--- src/rtl/fetch_pkg.sv ---
// Shared types and defaults for the instruction-fetch front end.
// Holds the FSM encoding and the sequential-PC step.
package fetch_pkg;

  localparam int DEF_ADDR_W = 32;
  localparam int DEF_INSTR_W = 32;
  localparam logic [31:0] DEF_RESET_PC = 32'h0000_0000;
  localparam int PC_INC = 4;

  typedef enum logic [1:0] {
    BOOT     = 2'd0,
    FETCH    = 2'd1,
    REDIRECT = 2'd2
  } state_t;

endpackage

--- src/rtl/fetch_fifo.sv ---
// DEPTH-entry synchronous FIFO with flush; push lands one cycle later, head is combinational.
// No internal backpressure: push when full or pop when empty is ignored, callers bound occupancy.
module fetch_fifo #(
  parameter int DEPTH = 2,
  parameter int W = 64
) (
  input  logic                   clock,
  input  logic                   reset,
  input  logic                   flush,
  input  logic                   push,
  input  logic [W-1:0]           push_dat,
  input  logic                   pop,
  output logic [W-1:0]           head_dat,
  output logic [$clog2(DEPTH):0] count
);

  localparam int AW = $clog2(DEPTH);
  localparam logic [AW:0] FULL = (AW + 1)'(DEPTH);

  logic [W-1:0]  mem [DEPTH];
  logic [AW-1:0] wr_ptr;
  logic [AW-1:0] rd_ptr;
  logic          do_push;
  logic          do_pop;

  assign do_pop   = pop && (count != '0);
  assign do_push  = push && ((count != FULL) || do_pop);
  assign head_dat = mem[rd_ptr];

  always_ff @(posedge clock or negedge reset) begin
    if (!reset) begin
      wr_ptr <= '0;
      rd_ptr <= '0;
      count  <= '0;
    end else if (flush) begin
      wr_ptr <= '0;
      rd_ptr <= '0;
      count  <= '0;
    end else begin
      if (do_push) wr_ptr <= wr_ptr + 1'b1;
      if (do_pop)  rd_ptr <= rd_ptr + 1'b1;
      case ({do_push, do_pop})
        2'b10:   count <= count + 1'b1;
        2'b01:   count <= count - 1'b1;
        default: count <= count;
      endcase
    end
  end

  // Storage needs no reset: entries are only read while count is non-zero.
  always_ff @(posedge clock) begin
    if (do_push && !flush) mem[wr_ptr] <= push_dat;
  end

endmodule

--- src/rtl/fetch_unit.sv ---
// Fetch initiator: issues word-aligned reads, tags and queues in-order responses; cache latency + 1 to output.
// Credit-limited to DEPTH fetches outstanding plus buffered; stall holds the head; branch flushes and drops in-flight.
module fetch_unit
  import fetch_pkg::*;
#(
  parameter int                ADDR_W   = DEF_ADDR_W,
  parameter int                INSTR_W  = DEF_INSTR_W,
  parameter logic [ADDR_W-1:0] RESET_PC = ADDR_W'(DEF_RESET_PC),
  parameter int                DEPTH    = 2
) (
  input  logic               clock,
  input  logic               reset,
  output logic               req_valid,
  input  logic               req_ready,
  output logic [ADDR_W-1:0]  req_addr,
  input  logic               rsp_valid,
  input  logic [INSTR_W-1:0] rsp_instruction,
  input  logic               branch_taken,
  input  logic [ADDR_W-1:0]  branch_target,
  input  logic               stall,
  output logic               instr_valid,
  output logic [INSTR_W-1:0] instruction,
  output logic [ADDR_W-1:0]  instr_pc
);

  localparam int CW = $clog2(DEPTH) + 1;

  typedef struct packed {
    logic [ADDR_W-1:0]  pc;
    logic [INSTR_W-1:0] instr;
  } entry_t;

  state_t            state_q;
  state_t            state_d;
  logic [ADDR_W-1:0] next_pc;
  logic [CW-1:0]     drop;
  logic [CW-1:0]     inflight;
  logic [CW-1:0]     fifo_count;
  logic [CW:0]       credit_used;
  logic              credit_ok;
  logic              req_fire;
  logic              rsp_taken;
  logic              rsp_drop;
  logic              rsp_push;
  logic              out_pop;
  logic [ADDR_W-1:0] tag_pc;
  entry_t            rsp_entry;
  entry_t            head;

  assign credit_used = {1'b0, inflight} + {1'b0, drop} + {1'b0, fifo_count};
  assign credit_ok   = credit_used < (CW + 1)'(DEPTH);
  assign req_fire    = req_valid && req_ready;
  assign req_addr    = next_pc;

  // A response is owed to a stale fetch first; only with drop at zero is it the oldest live one.
  assign rsp_taken = rsp_valid && ((drop != '0) || (inflight != '0));
  assign rsp_drop  = rsp_valid && (drop != '0);
  assign rsp_push  = rsp_valid && (drop == '0) && (inflight != '0) && !branch_taken;
  assign rsp_entry = '{pc: tag_pc, instr: rsp_instruction};

  assign instr_valid = (fifo_count != '0);
  assign out_pop     = instr_valid && !stall && !branch_taken;
  assign instruction = instr_valid ? head.instr : '0;
  assign instr_pc    = instr_valid ? head.pc : '0;

  always_ff @(posedge clock or negedge reset) begin
    if (!reset) state_q <= BOOT;
    else        state_q <= state_d;
  end

  always_comb begin
    state_d = state_q;
    case (state_q)
      BOOT:     state_d = FETCH;
      FETCH:    state_d = FETCH;
      REDIRECT: state_d = FETCH;
      default:  state_d = BOOT;
    endcase
    if (branch_taken) state_d = REDIRECT;
  end

  always_comb begin
    req_valid = 1'b0;
    if (state_q == FETCH) req_valid = credit_ok && !branch_taken;
  end

  always_ff @(posedge clock or negedge reset) begin
    if (!reset) begin
      next_pc <= RESET_PC;
      drop    <= '0;
    end else if (branch_taken) begin
      next_pc <= branch_target & ~ADDR_W'(3);
      drop    <= drop + inflight + CW'(req_fire) - CW'(rsp_taken);
    end else begin
      if (req_fire) next_pc <= next_pc + ADDR_W'(PC_INC);
      if (rsp_drop) drop <= drop - 1'b1;
    end
  end

  // Tag queue occupancy is exactly the number of live in-flight fetches.
  fetch_fifo #(.DEPTH(DEPTH), .W(ADDR_W)) u_tag_q (
    .clock    (clock),
    .reset    (reset),
    .flush    (branch_taken),
    .push     (req_fire),
    .push_dat (next_pc),
    .pop      (rsp_push),
    .head_dat (tag_pc),
    .count    (inflight)
  );

  fetch_fifo #(.DEPTH(DEPTH), .W(ADDR_W + INSTR_W)) u_out_q (
    .clock    (clock),
    .reset    (reset),
    .flush    (branch_taken),
    .push     (rsp_push),
    .push_dat (rsp_entry),
    .pop      (out_pop),
    .head_dat (head),
    .count    (fifo_count)
  );

  a_rsp_expected: assert property (@(posedge clock) disable iff (!reset)
    !(rsp_valid && (inflight == '0) && (drop == '0)));

endmodule

--- config.mk ---
export PLATFORM = sky130hd
export DESIGN_NAME = fetch_unit
export DESIGN_NICKNAME = d
export VERILOG_FILES = /design/src/rtl/fetch_pkg.sv /design/src/rtl/fetch_fifo.sv /design/src/rtl/fetch_unit.sv
export SDC_FILE = /design/constraint.sdc
export NUM_CORES = 1
export LEC_CHECK = 0
export ABC_AREA = 1
export CAP_MARGIN = 20
export CORE_UTILIZATION = 35
export DETAILED_ROUTE_END_ITERATION = 16
export PLACE_DENSITY = 0.6
export SETUP_SLACK_MARGIN = 0.3
export SLEW_MARGIN = 20
export SYNTH_ARGS = -nofsm -noshare
export SYNTH_HDL_FRONTEND = slang
export SYNTH_SLANG_ARGS = --single-unit
--- constraint.sdc ---
create_clock -name clock -period 11.3 [get_ports clock]
set_input_delay 1.13 -clock clock [delete_from_list [all_inputs] [get_ports clock]]
set_output_delay 1.13 -clock clock [all_outputs]
set_load 0.1 [all_outputs]
Word-level counts from Yosys, hierarchy flattened
Memories as Yosys holds them, arrays and structs flattened.
Cells that the tools add are included.
{"block": "word_totals", "register_bits": 44, "memories": 2, "elab_cells": 94, "ramBits": 192}
{"block": "classes", "muxes": 25, "n_lt_le_gt_ge": 1, "n_addsub": 15, "n_reduce_logical": 34, "n_eq_ne": 8}
{"memory": "u_out_q.mem", "depth": 2, "word_bits": 64, "rd": 1, "rd_clocked_by_memory_dff": 0, "wr": 1, "line_no": "fetch_fifo.sv:20", "rtl": "logic [W-1:0] mem [DEPTH];"}
{"memory": "u_tag_q.mem", "depth": 2, "word_bits": 32, "rd": 1, "rd_clocked_by_memory_dff": 0, "wr": 1, "line_no": "fetch_fifo.sv:20"}
{"cell": "two-way mux 32 bit", "count": 4}
{"cell": "adder 32 x 3 -> 32 bit, second input constant", "count": 1}
{"cell": "nonzero test 2 bit", "count": 9}
{"cell": "logical AND 1 bit", "count": 15}
{"cell": "two-way mux 1 bit", "count": 14}
{"cell": "two-way mux 2 bit", "count": 5}
{"cell": "one-hot mux 2 bit (2 select lines)", "count": 2}
{"cell": "== test 2 x 1 -> 1 bit, second input constant", "count": 3}
{"cell": "== test 2 bit, second input constant", "count": 3}
{"cell": "nonzero test 3 bit", "count": 2}
{"cell": "subtractor 2 x 1 -> 2 bit, second input constant", "count": 3}
{"cell": "adder 1 bit, second input constant", "count": 4}
{"cell": "adder 2 x 1 -> 2 bit, second input constant", "count": 2}
{"cell": "logical NOT 2 bit", "count": 2}
{"cell": "!= test 2 bit, second input constant", "count": 2}
{"cell": "adder 2 x 2 -> 3 bit", "count": 1}
{"cell": "adder 3 x 2 -> 3 bit", "count": 1}
{"cell": "logical OR 1 bit", "count": 3}
{"cell": "< comparator 3 x 2 -> 1 bit, second input constant", "count": 1}
{"cell": "OR reduction 3 bit", "count": 1}
{"cell": "adder 2 x 1 -> 2 bit", "count": 1}
{"cell": "adder 2 bit", "count": 1}
{"cell": "logical NOT 1 bit", "count": 2}
{"cell": "subtractor 2 x 1 -> 2 bit", "count": 1}

Logic depth before layout (Yosys ltp)
Gate-level depths: netlist (run 1).
{"block": "logic_depth", "word_depth": 10, "ltp_mapped": 16, "depth_no_buf": 15}

By module
A second synthesis (run 1) with hierarchy kept.
{"block": "hier_totals", "cells_unflattened": 1133, "area_unflattened_um2": 10625.2}
{"module": "fetch_fifo (u_out_q)", "cells_each": 372, "area_per_inst_um2": 4899.7, "instances": 1}
{"module": "fetch_unit", "cells_each": 556, "area_per_inst_um2": 3144.3, "instances": 1}
{"module": "fetch_fifo (u_tag_q)", "cells_each": 205, "area_per_inst_um2": 2581.2, "instances": 1}

Worst setup path after synthesis (run 1)
OpenSTA, ideal clock, no wires.
{"block": "synth_timing", "path_kind": "in2reg", "from": "input branch_taken", "to": "memory u_out_q.mem[0][0] (enable)", "n_path_buf": 1, "cell_stages": 6, "slack_ns": 6.491, "required_time_ns": 10.818, "arrival_time_ns": 4.327, "cell_sequence": "buf_6 nor2_1 nand3_2 inv_2 o21ai_1 nor2_1"}
{"block": "synth_between", "elab_chain_len": 8, "word_cells_on_any_way": 9}
{"item": "from (decl)", "line_no": "fetch_unit.sv:18", "rtl": "input logic branch_taken,"}
{"item": "logical NOT 1 bit (*)", "line_no": "fetch_fifo.sv:52, fetch_unit.sv:58, fetch_unit.sv:62"}
{"item": "logical AND 1 bit", "line_no": "fetch_unit.sv:62", "rtl": "assign out_pop = instr_valid && !stall && !branch_taken;"}
{"item": "logical AND 1 bit", "line_no": "fetch_fifo.sv:26", "rtl": "assign do_pop = pop && (count != '0);"}
{"item": "logical OR 1 bit", "line_no": "fetch_fifo.sv:27", "rtl": "assign do_push = push && ((count != FULL) || do_pop);"}
{"item": "logical AND 1 bit", "line_no": "fetch_fifo.sv:27"}
{"item": "logical AND 1 bit (*)", "line_no": "fetch_fifo.sv:52", "rtl": "if (do_push && !flush) mem[wr_ptr] <= push_dat;"}
{"item": "two-way mux 1 bit (*)", "line_no": "fetch_fifo.sv:52"}
{"item": "two-way mux 1 bit (not written as such) (*)", "line_no": "fetch_fifo.sv:52"}
{"item": "to (decl)", "line_no": "fetch_fifo.sv:20"}
Mark *: on every way between the ends. The rest lies on a longest branch, timed or not.

Worst setup path after layout (run 1)
{"block": "layout_timing", "from": "register u_out_q.count[1]", "to": "output req_valid"}
{"block": "layout_between", "elab_chain_len": 4}
{"item": "from (decl)", "line_no": "fetch_fifo.sv:14", "rtl": "output logic [$clog2(DEPTH):0] count"}
{"item": "from (signal assigned)", "line_no": "fetch_fifo.sv:43", "rtl": "2'b10: count <= count + 1'b1;"}
{"item": "from (signal assigned)", "line_no": "fetch_fifo.sv:44", "rtl": "2'b01: count <= count - 1'b1;"}
{"item": "from (signal assigned)", "line_no": "fetch_fifo.sv:45", "rtl": "default: count <= count;"}
{"item": "adder 3 x 2 -> 3 bit", "line_no": "fetch_unit.sv:50", "rtl": "assign credit_used = {1'b0, inflight} + {1'b0, drop} + {1'b0, fifo_count};"}
{"item": "< comparator 3 x 2 -> 1 bit", "line_no": "fetch_unit.sv:51", "rtl": "assign credit_ok = credit_used < (CW + 1)'(DEPTH);"}
{"item": "logical AND 1 bit", "line_no": "fetch_unit.sv:84", "rtl": "if (state_q == FETCH) req_valid = credit_ok && !branch_taken;"}
{"item": "two-way mux 1 bit", "line_no": "fetch_unit.sv:84"}
{"item": "to (decl)", "line_no": "fetch_unit.sv:13", "rtl": "output logic req_valid,"}
Every way passes these cells.

==> results of run 1 <==
==> per-layer routing <==
layer / global-route usage (%) / routed length, um
met5: 0 / 0
met1: 21.99 / 10640
met3: 3.055 / 1370
met4: 3.408 / 429
met2: 26.02 / 10520
==> cell families after synthesis <==
kind of cell	after synthesis	share of synthesized area (%)
AND/OR/NAND/NOR	440	18.86
flip-flops	226	66.80
AO/OA/AOI/OAI	96	5.122
buffers and inverters	77	3.508
multiplexers	30	3.432
XOR/XNOR	12	1.068
adder cells (fa/ha/maj)	8	1.169
other	1	0.03809
==> flip-flops by register name, summed over array words and instances (netlist names) <==
| name | count |
|---|---|
| u_out_q.mem | 124 |
| u_tag_q.mem | 60 |
| req_addr | 30 |
| drop | 2 |
| state_q | 2 |
| u_out_q.count | 2 |
| u_tag_q.count | 2 |
| u_out_q.rd_ptr | 1 |
| u_out_q.wr_ptr | 1 |
| u_tag_q.rd_ptr | 1 |
| u_tag_q.wr_ptr | 1 |
==> synth_stat cells (all sizes together) (8+ instances only) <==
cell type	count	area, sq um
dfrtp	42	1051
xor2	8	70.07
inv	40	155.2
buf	18	118.9
nand2	319	1215
nand3	49	272.8
edfxtp	184	5525
nor2	58	260.3
o21ai	20	100.1
nand3b	9	67.56
a21oi	66	330.3
mux2	30	337.8
clkbuf	19	71.32
==> layout make-up <==
cell class / instances / area, sq um / area share (%)
Clock buffer: 29 / 640.6 / 5.072
Tap cell: 378 / 473.0 / 3.745
Sequential cell: 226 / 6578 / 52.08
Clock inverter: 14 / 142.6 / 1.129
Inverter: 40 / 155.1 / 1.228
Timing Repair Buffer: 171 / 1682 / 13.31
Multi-Input combinational cell: 590 / 2959 / 23.43
==> power by group through the flow <==
| stage | Combinational (W) | Clock [W] | Sequential (W) |
|---|---|---|---|
| 6_report | 0.00112 | 0.000780 | 0.00103 |
| 5_1_grt | 0.00118 | 0.000836 | 0.00104 |
| 4_1_cts | 0.00113 | 0.000801 | 0.00103 |
| 3_5_place_dp | 0.00112 | 0 | 0.00105 |
| 3_3_place_gp | 0.00112 | 0 | 0.00105 |
| 2_1_floorplan | 0.000744 | 0 | 0.00115 |
==> worst max path at each step <==
| stage | endpoint | startpoint | depth (start not counted) | slack, ps |
|---|---|---|---|---|
| global placement | req_valid | branch_taken | 6 | 6830 |
| floorplan | u_out_q.mem[0][0] | branch_taken | 6 | 6490 |
| global route | req_valid | u_out_q.count[1] | 8 | 6580 |
| CTS | req_valid | u_out_q.count[1] | 8 | 6770 |
| finish | req_valid | u_out_q.count[1] | 8 | 6790 |
| detailed placement | req_valid | branch_taken | 6 | 6860 |
==> metrics by stage <==
step	total power, W	std cells	hold slack, ps
after detailed placement	0.002176	1405	470.1
after floorplan	0.001891	893	443.0
after global routing	0.003059	1448	499.8
after CTS	0.002964	1448	477.7
after global placement	0.002165	1405	460.3
final	0.002932	1448	475.8
==> worst max-delay path: stages, from the launching register on <==
cell and delay [ps]:
dfrtp_1 430, inv_1 120, fa_1 490, inv_1 40, ha_1 300, nor2_1 100
nand2_1 50, nor2_1 150, clkdlybuf4s50_1 1170
==> qor.csv, run 1 <==
stage;metric;value;unit
power_and_ir_drop;sw_frac_of_total;41.91;%
detailed_routing;ant_nets;0;
detailed_routing;drc;0;
final_layout;antenna_cells;0;
yosys;syn_inst;890;
worst_setup_path;r2r_cells;12;
power_and_ir_drop;combPwrFrac;38.1;%
clock_tree;post_cts_buffers;0;
detailed_routing;firstDrtPassIters;5;
detailed_routing;wl_per_cell;15.85;um
worst_setup_path;cp.arrival;3380;ps
power_and_ir_drop;p_leak;4.626;nW
grt;grt_pass1_vias;6434;
die;initial_core_util;35.53;%
clock_tree;cts_max_path_buffers;3;
grt;grt_pass1_wl;35670;um
yosys;yosysSeqAreaShare;66.80;%
placement;dp_slack;6859;ps
min_path;hp-start;state_q[1];
clock_tree;ctsHoldBuffers;0;
clock_tree;htreeDepth;1;
final_layout;fillers;2632;
final_layout;final_cell_mix;314 x nand2_1, 184 x edfxtp_1, 160 x clkdlybuf4s50_1;
timing;fin_skew;13.71;ps
min_path;holdPathStages;1;
detailed_routing;via_per_inst;4.685;
yosys;synth.distinct_cells;36;
die;coreArea;0.02771;sq mm
clock_tree;cts_buffers;24;
detailed_routing;drt_wl_total;22950;um
timing;setup_violations;0;
yosys;synth-seq-cells;226;
power_and_ir_drop;vdd_drop_max;0.1430;mV
timing;finalWorstSetupSlack;6789;ps
flow_run;drv_cap;0;
yosys;ys.flop_type;edfxtp_1;
placement;placed_area;0.01185;sq mm
clock_tree;cts_root_buf;clkbuf_16;
die;ios;168;
final_layout;drive_gt1_share;10.37;%
yosys;syn_area;0.009844;sq mm
timing;min_period;4511;ps
timing;min_period_over_period;39.92;%
placement;globalplace.congestion;0.8534;
min_path;hp-class;reg2reg;
timing;rsz0062_at_grt;no;
final_layout;area_growth;28.29;%
timing;tns;0;ps
worst_setup_path;crit-reg2reg-capture;u_tag_q.mem[0][26];
power_and_ir_drop;p_seq_share;35.3;%
timing;tightest_slew;1093;ps
grt;grt_max_degree;65;
final_layout;final_util;45.59;%
worst_setup_path;worstPathMaxFanout;4;
placement;port_buffers;161;
timing;slew_violations;0;
worst_setup_path;reg2reg_slack;7820;ps
die;fp.dieW;169.7;um
final_layout;final_nets;1131;
placement;hpwlAfterDp;14330;um
final_layout;final_cell_area;0.01263;sq mm
power_and_ir_drop;clockPowerShare;26.6;%
grt;gr-total-overflow;0;
worst_setup_path;path_class;reg2out;
clock_tree;cts_resized;0;
power_and_ir_drop;p_int;0.001703;W
worst_setup_path;critPathRequiredTime;10170;ps
timing;finalHoldViolCount;0;
outcome;outcome;complete, no violations;
detailed_routing;num_vias;6784;
yosys;synth_edf_count;184;
die;num_rows;61;
clock_tree;clk_latency;520;ps
clock_tree;cts_tree;yes;
grt;antenna_found_initial;0;
worst_setup_path;endpoint_kind;primary output;
worst_setup_path;timing.rr.start;u_out_q.count[1];
timing;max_freq;221.7;MHz
yosys;synthArstFlopShare;18.58;%
die;die-area;0.02880;sq mm
yosys;yosys_warnings;0;
power_and_ir_drop;p_sw;0.001229;W
clock_tree;clkTransAtPathRegs;60;ps
min_path;hold_path_end;state_q[0];
grt;grt_usage;15.94;%
timing;relSlewSlack;26.93;%
die;fp.dieH;169.7;um
power_and_ir_drop;power_density;232.1;mW/mm^2
yosys;avgSynthCellArea;11.06;sq um
worst_setup_path;crit_path_start_kind;flop;
clock_tree;cts_sinks;226;
final_layout;mostFrequentLayoutCell;nand2_1;
detailed_routing;drt_iter0_markers;434;
(Power assumes the default switching activity.)
==> run 2, diff against run 1 <==
--- a/config.mk
+++ b/config.mk
@@ -9,7 +9,7 @@
 export CAP_MARGIN = 20
 export CORE_UTILIZATION = 35
 export DETAILED_ROUTE_END_ITERATION = 16
-export PLACE_DENSITY = 0.6
+export PLACE_DENSITY = 0.62
 export SETUP_SLACK_MARGIN = 0.3
 export SLEW_MARGIN = 20
 export SYNTH_ARGS = -nofsm -noshare
==> constraint.sdc (replaced) <==
create_clock -name clock -period 3.7 [get_ports clock]
set_input_delay 0.37 -clock clock [delete_from_list [all_inputs] [get_ports clock]]
set_output_delay 0.37 -clock clock [all_outputs]
set_load 0.1 [all_outputs]
==> qor.csv, run 2 (synthesis gave the netlist of run 1 again) <==
stage;metric;value;unit
outcome;outcome;complete, no violations;
clock_tree;ctsHoldBuffers;1;
placement;port_buffers;161;
worst_setup_path;crit_path_start_kind;flop;
worst_setup_path;cpMostUsedCell;inv_1;
grt;globalRouteMet3Util;3.195;%
power_and_ir_drop;p_leak;4.781;nW
die;initial_core_util;35.53;%
worst_setup_path;startpoint;u_out_q.count[1];
clock_tree;cts_sinks;226;
timing;hold_ws;415.2;ps
worst_setup_path;timing.rr.start;u_out_q.count[1];
worst_setup_path;crit-reg2reg-capture;drop[1];
timing;min_period_over_period;82.34;%
clock_tree;htreeDepth;1;
detailed_routing;firstDrtPassIters;5;
clock_tree;cts_root_buf;clkbuf_16;
worst_setup_path;worstPathMaxFanout;13;
timing;tightest_slew;1002;ps
final_layout;final_nets;1136;
detailed_routing;ant_nets;0;
power_and_ir_drop;vdd_drop_max;0.3916;mV
die;die-area;0.02880;sq mm
final_layout;fillers;2562;
die;num_rows;61;
detailed_routing;wl_per_cell;15.54;um
timing;setup_violations;0;
flow_run;drv_cap;0;
grt;grt_usage;15.60;%
final_layout;area_growth;28.16;%
clock_tree;cts_tree;yes;
power_and_ir_drop;p_total;0.009073;W
die;ios;168;
clock_tree;clk_latency;520;ps
timing;fin_skew;14.77;ps
final_layout;drive_gt1_share;16.71;%
timing;finalHoldViolCount;0;
final_layout;seqCellArea;0.006578;sq mm
min_path;hp-start;branch_target[14];
die;fp.dieW;169.7;um
grt;grt_use_met2;25.82;%
grt;gr-total-overflow;0;
grt;grt_pass1_wl;35110;um
clock_tree;cts_buffers;25;
worst_setup_path;r2r_cells;15;
detailed_routing;via_per_inst;4.680;
clock_tree;cts_resized;0;
worst_setup_path;crit_family;adder cells;
min_path;holdPathStages;3;
timing;rsz0062_at_grt;no;
min_path;hold_path_end;req_addr[14];
clock_tree;clkTransAtPathRegs;60;ps
min_path;hp-class;in2reg;
timing;finalWorstSetupSlack;653.3;ps
final_layout;final_util;45.54;%
grt;grt_max_degree;65;
final_layout;largest-register;u_out_q.mem;
placement;post-place-cells;1408;
grt;use_met1;21.08;%
timing;max_freq;328.2;MHz
worst_setup_path;crit_slowest_cell;fa_1;
final_layout;final_cell_mix;314 x nand2_1, 184 x edfxtp_1, 97 x clkdlybuf4s50_1;
grt;top_usage_layer;met2;
worst_setup_path;critical_path_buf_inv_count;5;
placement;hpwlAfterDp;14540;um
final_layout;largest_register_ffs;124;
worst_setup_path;critPathRequiredTime;4090;ps
clock_tree;post_cts_buffers;0;
clock_tree;cts_max_path_buffers;3;
worst_setup_path;max_stage_delay;490;ps
timing;min_period;3047;ps
worst_setup_path;path_class;reg2reg;
worst_setup_path;endpoint_kind;flop;
worst_setup_path;reg2reg_slack;650;ps
grt;antenna_found_initial;0;
timing;relSlewSlack;32.99;%
final_layout;mostFrequentLayoutCell;nand2_1;
final_layout;multi_input_area;0.002959;sq mm
timing;slew_violations;0;
grt;grt_pass1_vias;6493;
power_and_ir_drop;power_density;719.1;mW/mm^2
detailed_routing;drt_wl_total;22610;um
final_layout;stdcell_count;1455;
placement;dp_slack;691.8;ps
die;coreArea;0.02771;sq mm
placement;globalplace.congestion;0.8410;
detailed_routing;drt_iter0_markers;416;
detailed_routing;num_vias;6810;
worst_setup_path;crit_chain;inv_1, fa_1, inv_1, ha_1, inv_1, nand2_1, nor2_2, nand3_2, buf_4, ha_1, inv_1, fa_1, xnor2_1, o21ai_0, o21ai_0;
detailed_routing;drc;0;
final_layout;antenna_cells;0;
die;fp.dieH;169.7;um
worst_setup_path;cp.arrival;3440;ps
-- run 2: cell count changes in the layout (fill, tap and decap cells not counted), moves of 2 or more --
cell | before | now
buf_4 | 10 | 74
clkdlybuf4s50_1 | 160 | 97
clkinv_2 | 9 | 2
clkinv_4 | 0 | 4
clkbuf_8 | 0 | 3
buf_12 | 0 | 2
clkbuf_1 | 4 | 6
clkinv_1 | 2 | 0
-- run 2: worst min-delay path, cell delays in order --
cell and delay, ps:
clkdlybuf4s50_1 390, nand2_1 60, nand3_1 70
-- run 2: power by group --
group	total, W	switching [W]	internal [W]
logic	0.00336	0.00261	0.000744
clock network	0.00256	0.000966	0.00159
registers	0.00316	0.000194	0.00296
total	0.00907	0.00377	0.00530
-- run 2: final cells by class --
type / count / area share, %
clock inverter: 12 / 1.438
inverter: 40 / 1.230
sequential: 226 / 52.13
tap: 378 / 3.749
timing repair buffer: 175 / 12.53
multi-input combinational: 590 / 23.45
clock buffer: 34 / 5.464
-- run 2: how the worst max path moves through the flow --
stage / endpoint / slack (ps) / cells after the start
after floorplan: u_out_q.mem[0][0] / -490 / 8
after global placement: drop[1] / 740 / 15
after detailed placement: drop[1] / 690 / 15
after CTS: drop[1] / 660 / 15
after global routing: drop[1] / 470 / 15
final: drop[1] / 650 / 15
-- run 2: per-layer routing --
| layer | vias up | wire [um] |
|---|---|---|
| li1 | 3374 | - |
| met1 | 3218 | 10420 |
| met2 | 194 | 10530 |
| met3 | 24 | 1374 |
| met4 | 0 | 284 |
| met5 | - | 0 |
-- run 2: metrics by stage --
step                      setup TNS [ps]  area (sq um)
final                                  0         12620
after global routing                   0         12620
after CTS                              0         12620
after detailed placement               0         11740
after global placement                 0         11740
after floorplan                   -60150          9861
==> run 3, diff against run 2 <==
--- a/config.mk
+++ b/config.mk
@@ -9,7 +9,7 @@
 export CAP_MARGIN = 20
 export CORE_UTILIZATION = 35
 export DETAILED_ROUTE_END_ITERATION = 16
-export PLACE_DENSITY = 0.62
+export PLACE_DENSITY = 0.6
 export SETUP_SLACK_MARGIN = 0.3
 export SLEW_MARGIN = 20
 export SYNTH_ARGS = -nofsm -noshare
==> constraint.sdc (replaced) <==
create_clock -name clock -period 3.1 [get_ports clock]
set_input_delay 0.31 -clock clock [delete_from_list [all_inputs] [get_ports clock]]
set_output_delay 0.31 -clock clock [all_outputs]
set_load 0.1 [all_outputs]
==> qor.csv, run 3 (synthesis gave the netlist of run 1 again) <==
stage;metric;value;unit
final_layout;fillers;2490;
worst_setup_path;critPathRequiredTime;3530;ps
worst_setup_path;endpoint;drop[0];
placement;port_buffers;161;
worst_setup_path;crit_chain;inv_2, fa_1, inv_2, ha_4, inv_1, nand2_1, nor2_2, nand3_2, ha_1, inv_1, fa_2, nand2_1, o21ai_2, nand2_1, o21ai_0;
outcome;outcome;complete, no violations;
final_layout;antenna_cells;0;
worst_setup_path;cpMostUsedCell;nand2_1;
detailed_routing;drc;0;
flow_run;drv_cap;0;
power_and_ir_drop;p_total;0.01140;W
timing;setup_violations;0;
placement;hpwlAfterDp;14900;um
clock_tree;htreeDepth;1;
min_path;hp-class;in2async;
worst_setup_path;endpoint_kind;flop;
clock_tree;clk_latency;510;ps
clock_tree;cts_buffers;24;
grt;antenna_found_initial;0;
timing;rsz0062_at_grt;yes;
detailed_routing;via_per_inst;4.724;
die;coreArea;0.02771;sq mm
grt;grt_usage;16.23;%
clock_tree;cts_tree;yes;
grt;grt_pass1_vias;6814;
detailed_routing;num_vias;6868;
power_and_ir_drop;p_sw;0.004611;W
die;ios;168;
power_and_ir_drop;p_int;0.006785;W
detailed_routing;wl_per_cell;15.60;um
worst_setup_path;startpoint;u_tag_q.count[1];
timing;min_period;2675;ps
die;fp.dieH;169.7;um
clock_tree;cts_root_buf;clkbuf_16;
final_layout;largest_register_ffs;124;
grt;grt_pass1_wl;36670;um
worst_setup_path;reg2reg_slack;420;ps
die;fp.dieW;169.7;um
timing;finalHoldViolCount;0;
power_and_ir_drop;p_leak;5.035;nW
final_layout;area_growth;35.73;%
timing;min_period_over_period;86.30;%
placement;globalplace.congestion;0.8177;
worst_setup_path;path_class;reg2reg;
timing;finalWorstSetupSlack;424.6;ps
grt;gr-total-overflow;0;
die;die-area;0.02880;sq mm
worst_setup_path;r2r_cells;15;
detailed_routing;firstDrtPassIters;5;
final_layout;final_cell_mix;314 x nand2_1, 184 x edfxtp_1, 68 x buf_12;
worst_setup_path;crit_family;adder cells;
worst_setup_path;worstPathMaxFanout;3;
power_and_ir_drop;p_seq_share;33.1;%
worst_setup_path;crit-reg2reg-capture;drop[0];
worst_setup_path;cp_num_cells;15;
detailed_routing;drt_wl_total;22690;um
worst_setup_path;timing.rr.start;u_tag_q.count[1];
final_layout;drive_gt1_share;20.26;%
final_layout;final_nets;1138;
timing;max_freq;373.8;MHz
detailed_routing;drt_iter0_markers;409;
power_and_ir_drop;clockPowerShare;25.5;%
grt;grt_max_degree;65;
worst_setup_path;crit_path_start_kind;flop;
power_and_ir_drop;combPwrFrac;41.5;%
detailed_routing;ant_nets;0;
final_layout;mostFrequentLayoutCell;nand2_1;
clock_tree;clkTransAtPathRegs;60;ps
power_and_ir_drop;vdd_drop_max;0.4068;mV
worst_setup_path;max_stage_delay;550;ps
timing;relSlewSlack;49.55;%
timing;tightest_slew;756.8;ps
die;num_rows;61;
worst_setup_path;crit_slowest_cell;fa_1;
power_and_ir_drop;power_density;852.8;mW/mm^2
power_and_ir_drop;sw_frac_of_total;40.46;%
clock_tree;cts_max_path_buffers;3;
worst_setup_path;critical_path_buf_inv_count;4;
die;initial_core_util;35.53;%
timing;slew_violations;0;
timing;fin_skew;12.89;ps
final_layout;largest-register;u_out_q.mem;
worst_setup_path;cp.arrival;3110;ps
clock_tree;cts_sinks;226;
placement;dp_slack;289.7;ps
run 3: per-layer routing:
layer  vias to the layer above  routed length (um)  global-route usage, %
met2                       182               10680                  27.30
met3                        26                1288                  2.775
met5                         -                   0                      0
met4                         0                 363                  3.839
li1                       3370                   -                      -
met1                      3290               10360                  21.79
run 3: how the worst min path moves through the flow:
| stage | endpoint | slack [ps] | cells after the start |
|---|---|---|---|
| 3_5_place_dp | state_q[0] | 460 | 1 |
| 6_report | req_addr[27] | 330 | 2 |
| 4_1_cts | req_addr[11] | 350 | 3 |
| 2_1_floorplan | drop[0] | 10 | 0 |
| 5_1_grt | u_out_q.mem[0][23] | 370 | 1 |
| 3_3_place_gp | state_q[0] | 460 | 1 |
run 3: cell type report:
cell class / instances / area [sq um] / share of cell area (%)
Clock buffer: 31 / 678.2 / 5.075
Clock inverter: 11 / 132.6 / 0.9926
Inverter: 40 / 155.1 / 1.161
Multi-Input combinational cell: 590 / 2990 / 22.38
Sequential cell: 226 / 6578 / 49.23
Tap cell: 378 / 473.0 / 3.540
Timing Repair Buffer: 178 / 2355 / 17.62
run 3: metrics by stage:
step	instance area [sq um]	instances	TNS [ps]	utilization, %	hold slack, ps
floorplan	9882	893	-8329	-	14.41
detailed placement	12500	1408	0	45.11	463.7
finish	13360	1454	0	48.23	327.0
global route	13360	1454	0	48.23	366.2
CTS	13340	1454	0	48.15	351.8
global placement	12500	1408	0	45.11	458.5
run 3: worst register-to-register path: stages, from the launching register on:
cell and delay (ps):
dfrtp_1 380, inv_2 60, fa_1 560, inv_2 50
ha_4 200, inv_1 50, nand2_1 50, nor2_2 90
nand3_2 100, ha_1 280, inv_1 50, fa_2 520
nand2_1 60, o21ai_2 60, nand2_1 50, o21ai_0 60
run 3: what timing repair did:
| action | 4_1_cts | 5_1_grt |
|---|---|---|
| buffers inserted | 3 | 0 |
| pin swaps | 0 | 3 |
| endpoints found under the setup margin | 2 | 63 |
| gates resized for setup | 1 | 6 |
| hold buffers | 1 | 0 |
| endpoints found under the hold margin | 29 | 0 |
run 3: power groups by stage:
stage                     registers (W)  clock network [W]  logic [W]
after floorplan                 0.00418                  0    0.00272
final                           0.00377            0.00290    0.00472
after detailed placement        0.00384                  0    0.00469
after global routing            0.00380            0.00309    0.00499
after CTS                       0.00377            0.00298    0.00473
after global placement          0.00383                  0    0.00465
